`config.mk`:
```
export PLATFORM = sky130hd
export DESIGN_NAME = prog_pattern_detector_flat
export DESIGN_NICKNAME = d
export VERILOG_FILES = /design/src/rtl/prog_pattern_det_pkg.sv /design/src/rtl/prog_pattern_detector_if.sv /design/src/rtl/prefix_suffix_match.sv /design/src/rtl/prog_pattern_detector.sv /design/src/flat_wrapper.sv
export SDC_FILE = /design/constraint.sdc
export NUM_CORES = 1
export LEC_CHECK = 0
export BUFFER_PORTS_ARGS = -buffer_cell sky130_fd_sc_hd__buf_2
export CAP_MARGIN = 10
export CORE_AREA = 5 5 78 80
export CTS_CLUSTER_SIZE = 14
export DETAILED_ROUTE_END_ITERATION = 12
export DIE_AREA = 0 0 83 85
export PLACE_DENSITY = 0.83
export SETUP_SLACK_MARGIN = 0.4
export SYNTH_ARGS = -nofsm -noshare
export SYNTH_HDL_FRONTEND = slang
export SYNTH_SLANG_ARGS = --single-unit
```
`constraint.sdc`:
```
create_clock -name clk -period 3.9 [get_ports clk]
set_input_delay 0 -clock clk [delete_from_list [all_inputs] [get_ports clk]]
set_output_delay 0 -clock clk [all_outputs]
set_load 0.1 [all_outputs]
```
`src/rtl/prog_pattern_det_pkg.sv`:
```
// Shared constants and helpers for the programmable serial pattern detector.
// Holds the default config, the length-field width and the thermometer encoder.
package prog_pattern_det_pkg;

  localparam int DEF_PAT_W = 5;
  localparam int DEF_CNT_W = 8;
  localparam logic [4:0] DEF_PATTERN_BITS = 5'b11010;
  localparam int DEF_LEN_VAL = 5;

  function automatic int len_width(input int pat_w);
    return $clog2(pat_w + 1);
  endfunction

  // n ones in the low bits; callers truncate to their own width
  function automatic logic [31:0] therm(input int n);
    if (n >= 32) return '1;
    return (32'd1 << n) - 32'd1;
  endfunction

endpackage

```
`src/rtl/prog_pattern_detector_if.sv`:
```
// Stimulus/config/result bundle of the pattern detector.
// The master side drives data, strobe and config; the slave side is the detector.
interface prog_pattern_detector_if #(
  parameter int PAT_W = 5,
  parameter int CNT_W = 8,
  parameter int LEN_W = $clog2(PAT_W + 1)
);
  logic             data;
  logic             trig;
  logic             cfg_load;
  logic [PAT_W-1:0] cfg_pattern;
  logic [LEN_W-1:0] cfg_len;
  logic             cfg_overlap;
  logic             cnt_clr;
  logic [PAT_W-1:0] progress;
  logic             match;
  logic [CNT_W-1:0] match_count;
  logic             cfg_err;
  logic             on_led;

  modport master (
    output data, trig, cfg_load, cfg_pattern, cfg_len, cfg_overlap, cnt_clr,
    input  progress, match, match_count, cfg_err, on_led
  );

  modport slave (
    input  data, trig, cfg_load, cfg_pattern, cfg_len, cfg_overlap, cnt_clr,
    output progress, match, match_count, cfg_err, on_led
  );
endinterface

```
`src/rtl/prefix_suffix_match.sv`:
```
// Longest k <= len where pattern[len-1:len-k] equals the newest k valid history bits.
// Purely combinational, no backpressure.
module prefix_suffix_match #(
  parameter int PAT_W = 5,
  parameter int LEN_W = 3
) (
  input  logic [PAT_W-1:0] pattern,
  input  logic [LEN_W-1:0] len,
  input  logic [PAT_W-1:0] history,
  input  logic [LEN_W-1:0] valid_cnt,
  output logic [LEN_W-1:0] prefix_len
);

  logic [PAT_W-1:0] cand;
  logic [PAT_W-1:0] mask;

  // history[0] is the newest bit and lines up with pattern[len-k]
  always_comb begin
    prefix_len = '0;
    cand       = '0;
    mask       = '0;
    for (int k = 1; k <= PAT_W; k++) begin
      if (k <= int'(len) && k <= int'(valid_cnt)) begin
        cand = pattern >> (int'(len) - k);
        mask = {PAT_W{1'b1}} >> (PAT_W - k);
        if (((cand ^ history) & mask) == '0)
          prefix_len = LEN_W'(k);
      end
    end
  end

endmodule

```
`src/rtl/prog_pattern_detector.sv`:
```
// Programmable serial pattern detector with thermometer progress and saturating match count.
// Outputs registered one cycle after the sampling edge; no backpressure, data consumed when trig=1.
module prog_pattern_detector
  import prog_pattern_det_pkg::*;
#(
  parameter int               PAT_W       = DEF_PAT_W,
  parameter int               CNT_W       = DEF_CNT_W,
  parameter logic [PAT_W-1:0] DEF_PATTERN = PAT_W'(DEF_PATTERN_BITS),
  parameter int               DEF_LEN     = DEF_LEN_VAL,
  localparam int              LEN_W       = len_width(PAT_W)
) (
  input logic                   clk,
  input logic                   reset,
  prog_pattern_detector_if.slave bus
);

  logic [PAT_W-1:0] pat_r;
  logic [LEN_W-1:0] len_r;
  logic             ovl_r;
  logic             err_r;
  logic [PAT_W-1:0] hist_r;
  logic [PAT_W-1:0] hist_nx;
  logic [LEN_W-1:0] vcnt_r;
  logic [LEN_W-1:0] vcnt_nx;
  logic [LEN_W-1:0] p_nx;
  logic [PAT_W-1:0] prog_r;
  logic             match_r;
  logic [CNT_W-1:0] cnt_r;
  logic             led_r;
  logic             sample;
  logic             hit;
  logic             cfg_bad;

  assign hist_nx = {hist_r[PAT_W-2:0], bus.data};
  assign vcnt_nx = (int'(vcnt_r) >= PAT_W) ? vcnt_r : vcnt_r + 1'b1;
  assign sample  = bus.trig && !err_r && !bus.cfg_load;
  assign hit     = sample && (p_nx == len_r);
  assign cfg_bad = (bus.cfg_len == '0) || (int'(bus.cfg_len) > PAT_W);

  prefix_suffix_match #(
    .PAT_W(PAT_W),
    .LEN_W(LEN_W)
  ) u_psm (
    .pattern    (pat_r),
    .len        (len_r),
    .history    (hist_nx),
    .valid_cnt  (vcnt_nx),
    .prefix_len (p_nx)
  );

  always_ff @(posedge clk or posedge reset) begin
    if (reset) begin
      pat_r   <= DEF_PATTERN;
      len_r   <= LEN_W'(DEF_LEN);
      ovl_r   <= 1'b0;
      err_r   <= 1'b0;
      hist_r  <= '0;
      vcnt_r  <= '0;
      prog_r  <= '0;
      match_r <= 1'b0;
      led_r   <= 1'b0;
    end else begin
      led_r   <= 1'b1;
      match_r <= 1'b0;
      if (bus.cfg_load) begin
        pat_r  <= bus.cfg_pattern;
        len_r  <= bus.cfg_len;
        ovl_r  <= bus.cfg_overlap;
        err_r  <= cfg_bad;
        hist_r <= '0;
        vcnt_r <= '0;
        prog_r <= '0;
      end else if (sample) begin
        hist_r  <= hist_nx;
        // without overlap a full match restarts from an empty history
        vcnt_r  <= (hit && !ovl_r) ? '0 : vcnt_nx;
        prog_r  <= PAT_W'(therm(int'(p_nx)));
        match_r <= hit;
      end
    end
  end

  always_ff @(posedge clk or posedge reset) begin
    if (reset) begin
      cnt_r <= '0;
    end else if (hit) begin
      if (bus.cnt_clr)
        cnt_r <= CNT_W'(1);
      else if (cnt_r != {CNT_W{1'b1}})
        cnt_r <= cnt_r + 1'b1;
    end else if (bus.cnt_clr) begin
      cnt_r <= '0;
    end
  end

  assign bus.progress    = prog_r;
  assign bus.match       = match_r;
  assign bus.match_count = cnt_r;
  assign bus.cfg_err     = err_r;
  assign bus.on_led      = led_r;

endmodule

```
`src/flat_wrapper.sv`:
```
// flat-port wrapper written by rule: the top's interface ports become plain ports
module prog_pattern_detector_flat import prog_pattern_det_pkg::*;
#(
  parameter int               PAT_W       = DEF_PAT_W,
  parameter int               CNT_W       = DEF_CNT_W,
  parameter logic [PAT_W-1:0] DEF_PATTERN = PAT_W'(DEF_PATTERN_BITS),
  parameter int               DEF_LEN     = DEF_LEN_VAL,
  localparam int              LEN_W       = len_width(PAT_W)
)
  (clk, reset, bus_data, bus_trig, bus_cfg_load, bus_cfg_pattern, bus_cfg_len, bus_cfg_overlap, bus_cnt_clr, bus_progress, bus_match, bus_match_count, bus_cfg_err, bus_on_led);
  prog_pattern_detector_if #(.PAT_W(PAT_W), .CNT_W(CNT_W)) bus_i ();
  input logic clk;
  input logic reset;
  input wire logic [$bits(bus_i.data)-1:0] bus_data;
  input wire logic [$bits(bus_i.trig)-1:0] bus_trig;
  input wire logic [$bits(bus_i.cfg_load)-1:0] bus_cfg_load;
  input wire logic [$bits(bus_i.cfg_pattern)-1:0] bus_cfg_pattern;
  input wire logic [$bits(bus_i.cfg_len)-1:0] bus_cfg_len;
  input wire logic [$bits(bus_i.cfg_overlap)-1:0] bus_cfg_overlap;
  input wire logic [$bits(bus_i.cnt_clr)-1:0] bus_cnt_clr;
  output wire logic [$bits(bus_i.progress)-1:0] bus_progress;
  output wire logic [$bits(bus_i.match)-1:0] bus_match;
  output wire logic [$bits(bus_i.match_count)-1:0] bus_match_count;
  output wire logic [$bits(bus_i.cfg_err)-1:0] bus_cfg_err;
  output wire logic [$bits(bus_i.on_led)-1:0] bus_on_led;
  assign bus_i.data = bus_data;
  assign bus_i.trig = bus_trig;
  assign bus_i.cfg_load = bus_cfg_load;
  assign bus_i.cfg_pattern = bus_cfg_pattern;
  assign bus_i.cfg_len = bus_cfg_len;
  assign bus_i.cfg_overlap = bus_cfg_overlap;
  assign bus_i.cnt_clr = bus_cnt_clr;
  assign bus_progress = bus_i.progress;
  assign bus_match = bus_i.match;
  assign bus_match_count = bus_i.match_count;
  assign bus_cfg_err = bus_i.cfg_err;
  assign bus_on_led = bus_i.on_led;
  prog_pattern_detector #(.PAT_W(PAT_W), .CNT_W(CNT_W), .DEF_PATTERN(DEF_PATTERN), .DEF_LEN(DEF_LEN)) u_core (.clk(clk), .reset(reset), .bus(bus_i));
endmodule
```
==> metrics.log <==
INFO  metric io_buffers = 30
INFO  metric cells_traversed_along_the_worst_timing_path = ha_4 > inv_4 > ha_4 > nor4bb_4 > or4_4 > o21ai_2 > nand4b_1 > o22ai_4 > buf_12 > xnor2_4 > o211ai_4 > a211oi_2 > mux2_1
INFO  metric grt_setup_unrepaired = yes
INFO  metric critical-path-max-stage-delay = 0.61 ns
INFO  metric final-hold-violation-count = 0
INFO  metric power.density_cell_area = 325 nW/um2
INFO  metric crit_buf_inv = 2
INFO  metric headroom_to_the_max_slew_limit = roughly a third
INFO  metric ys_seq_elements = 32
INFO  metric largest_family_of_logic_cells_by_synthesized_area = simple AND/OR/NAND/NOR gates
INFO  metric synth-edff-count = 0
INFO  metric status = complete, no violations
INFO  metric clk_pin_slew = 0.07 ns
INFO  metric leakagePower = 1.47 nW
INFO  metric finish.utilization = 64.8%
INFO  metric worst_ep_required_time = 4.07 ns
INFO  metric final.fill_count = 443
INFO  metric setup.reg_to_reg.worst_slack = between 0.4 and 0.5 ns
INFO  metric finalInstanceArea = 3460 um2
INFO  metric critPathMostFrequentCell = ha_4
INFO  metric worstPathArrival = 3.64 ns
INFO  metric timing.critical_path.max_delay_family = simple AND/OR/NAND/NOR gates
INFO  metric antenna_found_initial = 0
INFO  metric max_freq = 288 MHz
INFO  metric weighted_congestion_at_the_end_of_routability_driven_global_placement = 0.935
INFO  metric first_iter_violations = 229
INFO  metric initial_utilization = 51.4%
INFO  metric reg2regPathDepth = 13
INFO  metric floorplan.die_area = between 7000 and 8000 um2
INFO  metric globalRouteTotalUtil = 19.6%
INFO  metric number_of_sinks_on_the_clock_net = 32
INFO  metric endpoint_kind = register
INFO  metric min_period = 3.47 ns
INFO  metric post-route-drc-count = 0
INFO  metric multiInputGateArea = 2000 um2
INFO  metric sum_of_net_half_perimeters_after_detailed_placement = 4.92 mm
INFO  metric num_antenna_cells = 0
INFO  metric post_synth_inst_count = roughly 300
INFO  metric global_route_wire_length_before_repair = 11.5 mm
INFO  metric core-area = between 5000 and 6000 um2
INFO  metric timing.final.setup_violations = 0
INFO  metric min_delay_path_depth = 3
INFO  metric critPathLaunchType = register
INFO  metric route.detailed.wl_per_inst = 17.3 um
INFO  metric htreeDepth = 2
INFO  metric worst-setup-path-type = reg2reg
INFO  metric grt_pass1_vias = 2414
INFO  metric hold_start = bus_cfg_len[0]
INFO  metric drv_cap = 0
INFO  metric drt_pre_antenna_iters = 5
INFO  metric worst_path_max_delay_cell = dfstp_2
INFO  metric synth_area_per_cell = roughly 9 um2
INFO  metric syn-num-nets = 335
INFO  metric r2r-start = u_core.len_r[0]$_DFFE_PP1P_
INFO  metric syn-cell-area = approximately 2700 um2
INFO  metric min_to = u_core.len_r[0]$_DFFE_PP1P_
INFO  metric clock_tree_from_tritoncts = yes
INFO  metric muxShareOfSynthArea = 8.07%
INFO  metric synthToLayoutAreaGrowth = 26.0%
INFO  metric synth-async-reset-ratio = between 90% and 100%
INFO  metric synthXorXnorAreaFrac = 3.78%
INFO  metric finalClockSkew = 0.00289 ns
INFO  metric clk_latency = 0.28 ns
INFO  metric total_area_of_sequential_cells = slightly above 800 um2
INFO  metric avgViaCountPerCell = 6.19
INFO  metric synth_adder_area_share = between 7 and 8%
INFO  metric synth_sequential_area_ratio = 29.4%
INFO  metric setup-tns-final = 0 ns
INFO  metric cp_max_fo = 8
INFO  metric critical_path.reg2reg.endpoint = u_core.bus.match_count[7]$_DFFE_PP0P_
INFO  metric gr-total-overflow = 0
INFO  metric largest_buffer_count_on_any_clock_path = 2
INFO  metric worst-slew-pin-transition = 0.983 ns
INFO  metric ioPinCount = 31
INFO  metric yosysWarnings = 0
INFO  metric largest_net_degree_at_the_start_of_global_routing = 34
INFO  metric final_antenna_net_count = 0
INFO  metric cts_buffers = 5
INFO  metric cts_root_buf = clkbuf_8
INFO  metric dpl-instance-area = 2970 um2
INFO  metric total_routed_wirelength = between 7 and 8 mm
INFO  metric nets = 387
INFO  metric commonest_cells_after_routing_fill_and_taps_aside = 30 x buf_2, 27 x dfrtp_1, 21 x nand2_1
INFO  metric compound_gate_portion_of_the_synthesized_area = 21.9%
INFO  metric postSynth.topFlopCell = dfrtp_1
INFO  metric die_width = 83 um
INFO  metric final_layout_size_suffix_gt1_share = 34.3%
INFO  metric worst_hold_margin = between 0.002 and 0.003 ns
INFO  metric fp-row-count = 27
INFO  metric holdCritPathClass = in2reg
INFO  metric timing.final.crit_share = 88.9%
INFO  metric report.final.slew_viol_count = 0
INFO  metric post_synth_and_or_nand_nor_area_fraction = between 20% and 30%
INFO  metric die-height = 85 um
INFO  metric yosysUniqueCellTypes = between 70 and 80
INFO  metric vias = roughly 2700
INFO  metric most_frequent_standard_cell_in_the_layout_excluding_fill_and_tap_cells = buf_2
INFO  metric ir_drop = 0.277 mV
-- metrics by stage --
stage / instances / power [mW] / worst slack (ns)
floorplan: 304 / 0.704 / 0.362
CTS: 415 / 1.03 / 0.359
global placement: 396 / 0.769 / 0.293
detailed placement: 396 / 0.782 / 0.163
finish: 428 / 1.12 / 0.431
global route: 428 / 1.18 / 0.334
-- worst reg2reg max path: stages, from the launching register on --
cell and delay [ns]:
dfstp_2 0.61, ha_4 0.17, inv_4 0.04, ha_4 0.24, nor4bb_4 0.15, or4_4 0.55
o21ai_2 0.12, nand4b_1 0.19, o22ai_4 0.25, buf_12 0.15, xnor2_4 0.13, o211ai_4 0.16
a211oi_2 0.26, mux2_1 0.33
-- per-layer routing --
metal | up-vias | wire length [um] | global-route usage [%]
li1 | 1237 | - | -
met1 | 1265 | 3140 | 26.7
met2 | 127 | 3550 | 32.1
met3 | 21 | 512 | 3.69
met4 | 0 | 187 | 5.20
met5 | - | 0 | 0
-- sequential cells by signal (all words and copies together), names as in the netlist, 3 cells and up --
signal	count
u_core.bus.match_count	8
u_core.bus.progress	5
u_core.hist_r	4
u_core.len_r	3
u_core.pat_r	5
u_core.vcnt_r	3
-- Yosys cell counts, drive strengths merged, types with 7 or more instances --
master   n  share of area, %
mux2    12               5.1
o21ai   23               4.2
xnor2    7               2.5
nand2   22               3.1
nor2    13               1.9
nor3    12               2.6
a21oi   19               3.6
clkbuf   7              0.96
dfrtp   27                25
buf      8               2.2
ha      16               7.3
nand3b   7               1.9
inv     13               1.8
nand3   12               2.2
-- worst max-delay path by stage --
stage	endpoint	start	slack [ns]	depth (start not counted)
2_1_floorplan	u_core.bus.progress[4]$_DFFE_PP0P_	u_core.len_r[2]$_DFFE_PP1P_	0.36	14
3_3_place_gp	u_core.bus.progress[4]$_DFFE_PP0P_	u_core.len_r[2]$_DFFE_PP1P_	0.29	13
3_5_place_dp	u_core.bus.progress[4]$_DFFE_PP0P_	u_core.len_r[2]$_DFFE_PP1P_	0.16	13
4_1_cts	u_core.bus.progress[4]$_DFFE_PP0P_	u_core.len_r[0]$_DFFE_PP1P_	0.36	14
5_1_grt	u_core.bus.match_count[7]$_DFFE_PP0P_	u_core.len_r[0]$_DFFE_PP1P_	0.33	13
6_report	u_core.bus.match_count[7]$_DFFE_PP0P_	u_core.len_r[0]$_DFFE_PP1P_	0.43	13
-- power breakdown --
group | total, mW | internal (mW) | switching (mW)
clock network | 0.242 | 0.121 | 0.121
registers | 0.388 | 0.357 | 0.0310
logic | 0.494 | 0.205 | 0.289
total | 1.12 | 0.683 | 0.441
-- timing repair --
item | in CTS | in global routing
pin swaps | 1 | 19
gates resized for setup | 0 | 41
setup endpoints to repair | 8 | 10
hold buffers | 9 | 0
hold endpoints to repair | 35 | 0
setup buffers | 3 | 13
-- cell type report --
type                    count  share of cell area, %
multi-input cells         244                   57.8
flip-flops and latches     32                   23.3
repair buffers             60                   12.4
well taps                  72                   2.60
clock buffers               6                   2.10
inverters                  13                   1.56
clock inverters             1                  0.145
-- cell families (layout without fill, tap and decap cells) --
kind of cell,Yosys count,in the layout
fa+ha+maj,16,16
simple gates,113,113
buf+inv,28,80
compound gates,84,84
other cells,1,1
mux,19,19
xor+xnor,11,11
flops,32,32
No activity file was read; power rests on OpenSTA's default activity.
